**src/rtl/byte_mem_ctrl.sv**
```systemverilog
// byte_mem_ctrl
//   Bridges the L1 cache's 32-bit request port to a byte-wide synchronous RAM.
//   A read turns into four sequential byte reads (lanes 0..3), each waiting
//   RAM_LATENCY cycles for data. A masked write turns into one byte write per
//   enabled lane, one per cycle. done pulses for one cycle in IDLE, and a new
//   request is accepted in that same cycle.
//
// Ports
//   CLK, RST                 clock (rising edge), async active-low reset
//   rw_flag[1:0]             [0] read, [1] write, 0 idle; read wins on 2'b11
//   addr[31:0]               word address; bits [1:0] and [31:ADDR_WIDTH] unused
//   write_data, write_mask   write word (little-endian lanes) and lane enables
//   read_data[31:0]          assembled read word, held until the next read
//   busy, done               in-progress flag, one-cycle completion pulse
//   ram_addr/re/we/wdata     byte RAM request
//   ram_rdata                byte RAM data, valid RAM_LATENCY cycles after ram_re
module byte_mem_ctrl #(
    parameter int ADDR_WIDTH  = 17,
    parameter int RAM_LATENCY = 1
) (
    input  logic                  CLK,
    input  logic                  RST,
    input  logic [1:0]            rw_flag,
    input  logic [31:0]           addr,
    input  logic [31:0]           write_data,
    input  logic [3:0]            write_mask,
    output logic [31:0]           read_data,
    output logic                  busy,
    output logic                  done,
    output logic [ADDR_WIDTH-1:0] ram_addr,
    output logic                  ram_re,
    output logic                  ram_we,
    output logic [7:0]            ram_wdata,
    input  logic [7:0]            ram_rdata
);
    localparam logic [1:0] S_IDLE  = 2'd0;
    localparam logic [1:0] S_READ  = 2'd1;
    localparam logic [1:0] S_WRITE = 2'd2;
    localparam logic [2:0] LAT     = 3'(RAM_LATENCY);

    logic [1:0]            state;
    logic [ADDR_WIDTH-3:0] word_q;   // word part of the latched address
    logic [31:0]           data_q;
    logic [3:0]            mask_q;   // write lanes not yet issued
    logic [1:0]            idx;      // read lane currently awaiting capture
    logic [2:0]            lat;      // cycles left until idx's byte is valid

    logic [2:0]            lat_n;
    logic [1:0]            idx_n;
    logic [1:0]            acc_lane;
    logic [1:0]            wr_lane;

    logic unused_addr_bits;
    assign unused_addr_bits = ^{addr[31:ADDR_WIDTH], addr[1:0]};

    function automatic logic [1:0] first_lane(input logic [3:0] m);
        logic [1:0] l;
        casez (m)
            4'b???1: l = 2'd0;
            4'b??10: l = 2'd1;
            4'b?100: l = 2'd2;
            default: l = 2'd3;
        endcase
        return l;
    endfunction

    assign acc_lane = first_lane(write_mask);
    assign wr_lane  = first_lane(mask_q);

    // Read-side lookahead: the strobe for lane k+1 must already be high in the
    // cycle lane k is captured, so ram_re is registered one cycle early from
    // the next-cycle view of (idx, lat).
    always_comb begin
        lat_n = lat - 3'd1;
        idx_n = idx;
        if (lat == 3'd0) begin
            lat_n = LAT - 3'd1;
            idx_n = idx + 2'd1;
        end
    end

    always_ff @(posedge CLK or negedge RST) begin
        if (!RST) begin
            state     <= S_IDLE;
            word_q    <= '0;
            data_q    <= '0;
            mask_q    <= '0;
            idx       <= '0;
            lat       <= '0;
            read_data <= '0;
            busy      <= 1'b0;
            done      <= 1'b0;
            ram_addr  <= '0;
            ram_re    <= 1'b0;
            ram_we    <= 1'b0;
            ram_wdata <= '0;
        end else begin
            done   <= 1'b0;
            ram_re <= 1'b0;
            ram_we <= 1'b0;
            case (state)
                S_IDLE: begin
                    word_q <= addr[ADDR_WIDTH-1:2];
                    data_q <= write_data;
                    if (rw_flag[0]) begin
                        state    <= S_READ;
                        busy     <= 1'b1;
                        idx      <= 2'd0;
                        lat      <= LAT;
                        ram_re   <= 1'b1;
                        ram_addr <= {addr[ADDR_WIDTH-1:2], 2'd0};
                    end else if (rw_flag[1]) begin
                        if (write_mask == 4'd0) begin
                            done <= 1'b1;  // nothing to write
                        end else begin
                            state     <= S_WRITE;
                            busy      <= 1'b1;
                            mask_q    <= write_mask & ~(4'd1 << acc_lane);
                            ram_we    <= 1'b1;
                            ram_addr  <= {addr[ADDR_WIDTH-1:2], acc_lane};
                            ram_wdata <= write_data[{acc_lane, 3'b000} +: 8];
                        end
                    end
                end
                S_READ: begin
                    if (lat == 3'd0)
                        read_data[{idx, 3'b000} +: 8] <= ram_rdata;
                    if (lat == 3'd0 && idx == 2'd3) begin
                        state <= S_IDLE;
                        busy  <= 1'b0;
                        done  <= 1'b1;
                        idx   <= 2'd0;
                    end else begin
                        lat      <= lat_n;
                        idx      <= idx_n;
                        ram_re   <= (lat_n == 3'd0) && (idx_n != 2'd3);
                        ram_addr <= {word_q, idx_n + 2'd1};
                    end
                end
                S_WRITE: begin
                    if (mask_q == 4'd0) begin
                        state <= S_IDLE;
                        busy  <= 1'b0;
                        done  <= 1'b1;
                    end else begin
                        mask_q    <= mask_q & ~(4'd1 << wr_lane);
                        ram_we    <= 1'b1;
                        ram_addr  <= {word_q, wr_lane};
                        ram_wdata <= data_q[{wr_lane, 3'b000} +: 8];
                    end
                end
                default: state <= S_IDLE;
            endcase
        end
    end
endmodule

```
**config.mk**
```make
export PLATFORM = sky130hd
export DESIGN_NAME = byte_mem_ctrl
export DESIGN_NICKNAME = d
export VERILOG_FILES = /design/src/rtl/byte_mem_ctrl.sv
export SDC_FILE = /design/constraint.sdc
export NUM_CORES = 1
export LEC_CHECK = 0
export ABC_CLOCK_PERIOD_IN_PS = 3430
export BUFFER_PORTS_ARGS = -buffer_cell sky130_fd_sc_hd__buf_2
export CORE_MARGIN = 1
export CORE_UTILIZATION = 60
export CTS_BUF_LIST = sky130_fd_sc_hd__clkbuf_8
export DETAILED_ROUTE_END_ITERATION = 16
export GPL_ROUTABILITY_DRIVEN = 0
export PLACE_DENSITY = 0.88
export SLEW_MARGIN = 25
export SYNTH_ARGS = -nofsm -noshare
export SYNTH_HDL_FRONTEND = slang
export SYNTH_SLANG_ARGS = --single-unit
```
**constraint.sdc**
```tcl
create_clock -name CLK -period 3.43 [get_ports CLK]
set_input_delay 1.029 -clock CLK [delete_from_list [all_inputs] [get_ports CLK]]
set_output_delay 1.029 -clock CLK [all_outputs]
set_load 0.01 [all_outputs]
```
==> run_results.csv, run 1 <==
group,metric,value,unit
run_status,status,"completed",
grt,antenna_found_initial,0,
power_and_ir_drop,report.power.total,6.06,mW
cells_and_area,nNetsFinal,755,
clock_tree,clk_pin_slew,0.08,ns
worst_setup_path,worstRegToRegCells,6,
timing,tightest_slew,0.913,ns
clock_tree,ctsLongestPathBuffers,2,
routing,vias,4598,
yosys,synthTopCellsByArea,"dfrtp_1, mux2_2, nand2_1",
yosys,synth_commonest_cells,"dfrtp_1, nand2_1, o21ai_0, mux2_2, inv_1",
worst_setup_path,rrSetupSlack,1.03,ns
die,ios,141,
worst_setup_path,crit_family,"simple AND/OR/NAND/NOR gates",
cells_and_area,final_util,74.2,%
routing,wl,13700,um
timing,final.period_utilization,70.1,%
cells_and_area,area.sequential,2980,um2
yosys,synthArstFlopShare,100,%
routing,drt_pass1_iterations,5,
clock_tree,holdBufCountCts,0,
clock_tree,cts-root-buf,"clkbuf_8",
timing,finalMaxSlewViolations,0,
worst_setup_path,crit-reg2reg-capture,"ram_addr[3]$_DFFE_PN0P_",
timing,slew_headroom,39.0,%
clock_tree,clk_latency,0.44,ns
timing,clock.fmax,416,MHz
clock_tree,cts_resized,0,
placement,io_buffers,123,
cells_and_area,area_growth_syn_to_layout,18.8,%
die,core-area,9330,um2
timing,rsz0062_at_grt,"no",
yosys,synth_most_common_cell,"dfrtp_1",
placement,place_hpwl,9190,um
yosys,yosys.area.top_type,"dfrtp_1",
yosys,synth_cells,550,
worst_setup_path,path_cells,"inv_1, ha_1, nor4b_4, nand2_4, nand3_4, mux2_2",
yosys,yosys_most_used_dff,"dfrtp_1",
cells_and_area,finalInstanceArea,6920,um2
clock_tree,cts-buffers-inserted,17,
yosys,yosysSeqAreaShare,51.2,%
worst_setup_path,required,3.75,ns
worst_setup_path,cp_slowest_stage_delay,0.48,ns
timing,hold_viol,0,
die,start_util,62.4,%
yosys,ys_ff_latch,119,
timing,setup_violations,0,
yosys,yosysWarnings,0,
worst_setup_path,path_class,"reg -> reg",
grt,grt_max_degree,120,
clock_tree,ctsHtreeMaxLevel,4,
clock_tree,post-cts-setup-buffers,0,
timing,fin_crit,2.40,ns
worst_setup_path,r2r-start,"state[1]$_DFFE_PN0P_",
power_and_ir_drop,leakagePower,3.32,nW
clock_tree,cts.sinks,119,
cells_and_area,fillers,647,
yosys,syn_area,5820,um2
cells_and_area,multi_input_area,2560,um2
die,die_h,100,um
worst_setup_path,crit_path_end_kind,"flip-flop",
worst_setup_path,critPathLaunchType,"flip-flop",
worst_setup_path,cp-startpoint,"state[1]$_DFFE_PN0P_",
worst_setup_path,critPathMaxFanout,18,
timing,skew,0.0123,ns
routing,viasPerCell,5.70,
yosys,synth_top_cell_area_share,51.2,%
timing,tns,0,ns
yosys,syn_avg_cell_area,10.6,um2
yosys,synth_edf_count,0,
clock_tree,cts_tree,"done",
routing,post_drt_wl_per_cell,17.0,um
worst_hold_path,hp-start,"read_data[17]$_DFFE_PN0P_",
worst_setup_path,cp_slowest_cell,"nor4b_4",
cells_and_area,layout-drive-gt1-share,33.8,%
grt,grt_overflow,0,
worst_setup_path,cp-endpoint,"ram_addr[3]$_DFFE_PN0P_",
placement,placed_area,6490,um2
cells_and_area,antenna_cells,0,
routing,first_iter_violations,307,
routing,drc,0,
yosys,syn_nets,640,
grt,grt_first_pass_wirelength,21800,um
timing,hold_ws,0.479,ns
power_and_ir_drop,ir_drop,0.575,mV
routing,ant_nets,0,
yosys,synth.distinct_cells,51,
die,die_w,100,um
die,row_count,35,
worst_setup_path,path_depth,6,
grt,grt_util_all_layers,28.5,%
worst_hold_path,worstHoldPathType,"reg -> reg",
worst_setup_path,path_buf_inv,1,
grt,grt_pass1_vias,4486,
worst_setup_path,worstPathArrival,2.72,ns
die,dieArea,10100,um2
power_and_ir_drop,power.density,877,nW/um2
job,maxCapViolations,0,
stage by stage:
stage	setup WS (ns)	std cells
floorplan	1.07	550
global placement	0.662	775
detailed placement	0.615	775
finish	1.03	807
CTS	1.06	807
global route	0.870	807
cells in the final DEF, fill, tap and decap left out, types with 2 or more instances in the layout:
cell        Yosys  final
buf_2           6    122
dfrtp_1       119    119
nand2_1       100    100
o21ai_0        61     61
mux2_2         55     55
inv_1          36     38
mux2i_1        27     27
clkbuf_8        0     18
nand3b_1       16     16
a21oi_1        12     12
nor3_1         11     11
mux2_4          9      9
ha_1           10      9
nand3_1         8      8
o211ai_1        8      8
nor2_1          6      6
bufinv_16       0      4
o22ai_1         3      3
nor3b_1         3      3
a31oi_1         3      3
clkinv_2        0      3
clkinvlp_4      0      3
buf_4           0      3
and2_1          2      2
o21a_1          2      2
a22o_1          2      2
o2111ai_1       2      2
routing by layer:
layer  wire [um]  GRT usage [%]  share of wire [%]
met4         283           13.4                2.1
met1        5850           36.8                 43
met2        6410           44.3                 47
met5           0              0                  0
met3        1160           8.67                8.4
area by class of cell:
cell class	instances	area share (%)
Inverter	36	1.95
Clock inverter	14	2.64
Sequential cell	119	43.1
Timing Repair Buffer	126	9.44
Multi-Input combinational cell	365	37.0
Clock buffer	18	3.58
Tap cell	129	2.33
power breakdown:
| group | switching, mW | total, mW | internal (mW) |
|---|---|---|---|
| combinational | 1.18 | 2.27 | 1.10 |
| clock | 0.578 | 1.38 | 0.804 |
| sequential | 0.390 | 2.41 | 2.02 |
| total | 2.14 | 6.06 | 3.92 |
cells by family (layout without fill, tap and decap cells):
kind of cell               after synthesis  after routing  share of synthesized area [%]
muxes                                   91             91                           17.6
buffers and inverters                   66            194                           4.92
adders and majority gates               10             10                           2.15
xor gates and xnor gates                 1              1                          0.151
AOI/OAI and AO/OA                      106            106                           10.9
and+or+nand+nor                        157            157                           13.1
DFF                                    119            119                           51.2
flip-flops by register name, indices dropped and copies added (netlist names):
| signal | count |
|---|---|
| lat | 3 |
| state | 2 |
| mask_q | 4 |
| read_data | 32 |
| word_q | 15 |
| done | 1 |
| ram_we | 1 |
| data_q | 32 |
| ram_wdata | 8 |
| ram_addr | 17 |
| idx | 2 |
| busy | 1 |
| ram_re | 1 |
worst min-delay path by stage:
stage	end	slack (ns)	cells past startpoint
floorplan	data_q[31]$_DFFE_PN0P_	0.48	1
global placement	read_data[19]$_DFFE_PN0P_	0.46	2
detailed placement	read_data[19]$_DFFE_PN0P_	0.46	2
CTS	read_data[19]$_DFFE_PN0P_	0.48	2
global route	read_data[20]$_DFFE_PN0P_	0.50	2
finish	read_data[17]$_DFFE_PN0P_	0.48	2
worst reg2reg max path, delay by kind of cell (launching register included):
family | cells | cell delay, ns
fa+ha+maj | 1 | 0.32
flops | 1 | 0.42
simple gates | 3 | 1.05
buf+inv | 1 | 0.12
mux | 1 | 0.38
Power figures use the tool's default switching activity.
==> run 2: changes to the inputs <==
--- a/config.mk
+++ b/config.mk
@@ -5,14 +5,14 @@
 export SDC_FILE = /design/constraint.sdc
 export NUM_CORES = 1
 export LEC_CHECK = 0
-export ABC_CLOCK_PERIOD_IN_PS = 3430
+export ABC_CLOCK_PERIOD_IN_PS = 2100
 export BUFFER_PORTS_ARGS = -buffer_cell sky130_fd_sc_hd__buf_2
 export CORE_MARGIN = 1
-export CORE_UTILIZATION = 60
+export CORE_UTILIZATION = 50
 export CTS_BUF_LIST = sky130_fd_sc_hd__clkbuf_8
 export DETAILED_ROUTE_END_ITERATION = 16
 export GPL_ROUTABILITY_DRIVEN = 0
-export PLACE_DENSITY = 0.88
+export PLACE_DENSITY = 0.78
 export SLEW_MARGIN = 25
 export SYNTH_ARGS = -nofsm -noshare
 export SYNTH_HDL_FRONTEND = slang
==> constraint.sdc (replaced) <==
create_clock -name CLK -period 2.1 [get_ports CLK]
set_input_delay 0.63 -clock CLK [delete_from_list [all_inputs] [get_ports CLK]]
set_output_delay 0.63 -clock CLK [all_outputs]
set_load 0.01 [all_outputs]
==> run 2 against run 1 <==
First-iteration DRC count up 35%. Hold slack got worse by 0.37 ns. Flip-flop and latch count unchanged. Combinational power rose by 78%. Worst setup slack got worse by 0.87 ns. Largest power group is now combinational logic.
==> run_results.csv, run 2 (synthesis results as in run 1) <==
group,metric,value,unit
worst_setup_path,worstPathArrival,2.32,ns
worst_setup_path,rrSetupSlack,0.15,ns
grt,antenna_found_initial,0,
worst_setup_path,critPathMaxFanout,15,
timing,hold_viol,0,
timing,rsz0062_at_grt,"no",
grt,grt_max_degree,63,
routing,highest_layer,"met4",
routing,drt_pass1_iterations,7,
die,die_h,110,um
worst_setup_path,required,2.48,ns
clock_tree,cts-buffers-inserted,17,
timing,tns,0,ns
cells_and_area,layout_common_cells,"buf_2, dfrtp_1, nand2_1",
die,row_count,39,
worst_hold_path,worstHoldPathType,"in -> async",
power_and_ir_drop,ir_drop,0.852,mV
routing,wl_met1,5840,um
die,core-area,11400,um2
job,maxCapViolations,0,
cells_and_area,final_util,63.4,%
clock_tree,clk_latency,0.44,ns
cells_and_area,final_common_cell,"buf_2",
routing,post_drt_wl_per_cell,16.5,um
routing,ant_nets,0,
worst_setup_path,crit_family,"compound AO/OA/AOI/OAI gates",
power_and_ir_drop,power.density,1420,nW/um2
grt,grt_pass1_vias,4588,
timing,clock.fmax,514,MHz
worst_setup_path,worstRegToRegCells,6,
cells_and_area,area_growth_syn_to_layout,23.8,%
worst_setup_path,r2r-start,"state[1]$_DFFE_PN0P_",
clock_tree,ctsHtreeMaxLevel,4,
die,dieArea,12100,um2
worst_setup_path,critPathLaunchType,"flip-flop",
die,ios,141,
grt,grt_first_pass_wirelength,22500,um
die,die_w,110,um
placement,dp_slack,-0.0203,ns
cells_and_area,finalInstanceArea,7210,um2
worst_setup_path,crit-reg2reg-capture,"ram_addr[15]$_DFFE_PN0P_",
timing,setup_violations,0,
grt,grt_overflow,0,
die,start_util,51.2,%
clock_tree,cts_tree,"done",
clock_tree,cts-root-buf,"clkbuf_8",
timing,slew_headroom,60.8,%
placement,io_buffers,123,
timing,skew,0.00837,ns
cells_and_area,layout-drive-gt1-share,36.5,%
worst_setup_path,crit_path_end_kind,"flip-flop",
worst_setup_path,path_cells,"inv_1, ha_2, o21a_1, nand2_1, o21ai_0, mux2_4",
clock_tree,ctsLongestPathBuffers,2,
worst_setup_path,path_depth,6,
placement,placed_area,6750,um2
routing,route.met3.wl,1230,um
clock_tree,cts_resized,0,
worst_setup_path,cp_slowest_stage_delay,0.54,ns
routing,viasPerCell,5.50,
cells_and_area,top_regs,"data_q: 32 flops, read_data: 32 flops, ram_addr: 17 flops",
clock_tree,post-cts-setup-buffers,0,
worst_setup_path,path_buf_inv,1,
worst_setup_path,cp_slowest_cell,"o21a_1",
routing,vias,4685,
placement,place_hpwl,9990,um
timing,fin_crit,1.95,ns
power_and_ir_drop,leakagePower,3.51,nW
timing,finalMaxSlewViolations,0,
cells_and_area,nNetsFinal,786,
worst_setup_path,path_class,"reg -> reg",
timing,tightest_slew,0.589,ns
cells_and_area,antenna_cells,0,
timing,setup_ws,0.154,ns
clock_tree,cts.sinks,119,
routing,drc,0,
routing,wl_met2,6680,um
clock_tree,clk_pin_slew,0.07,ns
clock_tree,holdBufCountCts,0,
timing,final.period_utilization,92.7,%
grt,grt_util_all_layers,24.8,%
routing,first_iter_violations,414,
run_status,status,"completed",
routing,wl,14000,um
worst_setup_path,cp-endpoint,"ram_addr[15]$_DFFE_PN0P_",
worst_setup_path,cp-startpoint,"state[1]$_DFFE_PN0P_",
-- run 2: worst min-delay path by stage --
| stage | startpoint | to | slack (ns) | depth (start not counted) |
|---|---|---|---|---|
| 2_1_floorplan | RST | busy$_DFFE_PN0P_ | 0.33 | 0 |
| 3_3_place_gp | read_data[1]$_DFFE_PN0P_ | read_data[1]$_DFFE_PN0P_ | 0.46 | 2 |
| 3_5_place_dp | read_data[25]$_DFFE_PN0P_ | read_data[25]$_DFFE_PN0P_ | 0.47 | 2 |
| 4_1_cts | RST | read_data[31]$_DFFE_PN0P_ | 0.11 | 1 |
| 5_1_grt | RST | read_data[2]$_DFFE_PN0P_ | 0.11 | 1 |
| 6_report | RST | read_data[30]$_DFFE_PN0P_ | 0.11 | 1 |
-- run 2: stage by stage --
| stage | hold slack, ns | total power, mW | std cells |
|---|---|---|---|
| 4_1_cts | 0.107 | 10.3 | 852 |
| 3_5_place_dp | 0.470 | 7.90 | 820 |
| 2_1_floorplan | 0.334 | 6.45 | 550 |
| 6_report | 0.111 | 10.3 | 852 |
| 5_1_grt | 0.110 | 11.0 | 852 |
| 3_3_place_gp | 0.456 | 7.66 | 820 |
-- run 2: metal layers --
layer / GRT usage (%) / up-vias
met1: 31.4 / 2268
met4: 9.14 / 0
met3: 9.31 / 24
met2: 38.6 / 194
li1: - / 2199
met5: 0 / -
-- run 2: worst register-to-register path, stage by stage, from the launching register on --
cell	delay, ns
dfrtp_1	0.38
inv_1	0.09
ha_2	0.47
o21a_1	0.54
nand2_1	0.12
o21ai_0	0.10
mux2_4	0.18
-- run 2: final cells by class --
type                    instances  area, um2
clock buffers                  20        275
clock inverters                12        181
fillers                       908       4160
inverters                      36        135
multi-input cells             365       2560
flip-flops and latches        119       2980
well taps                     143        179
repair buffers                157        898
-- run 2: report_power, final --
| group | switching (mW) | internal (mW) |
|---|---|---|
| Sequential | 0.534 | 3.30 |
| Clock | 0.878 | 1.49 |
| Combinational | 2.08 | 1.98 |
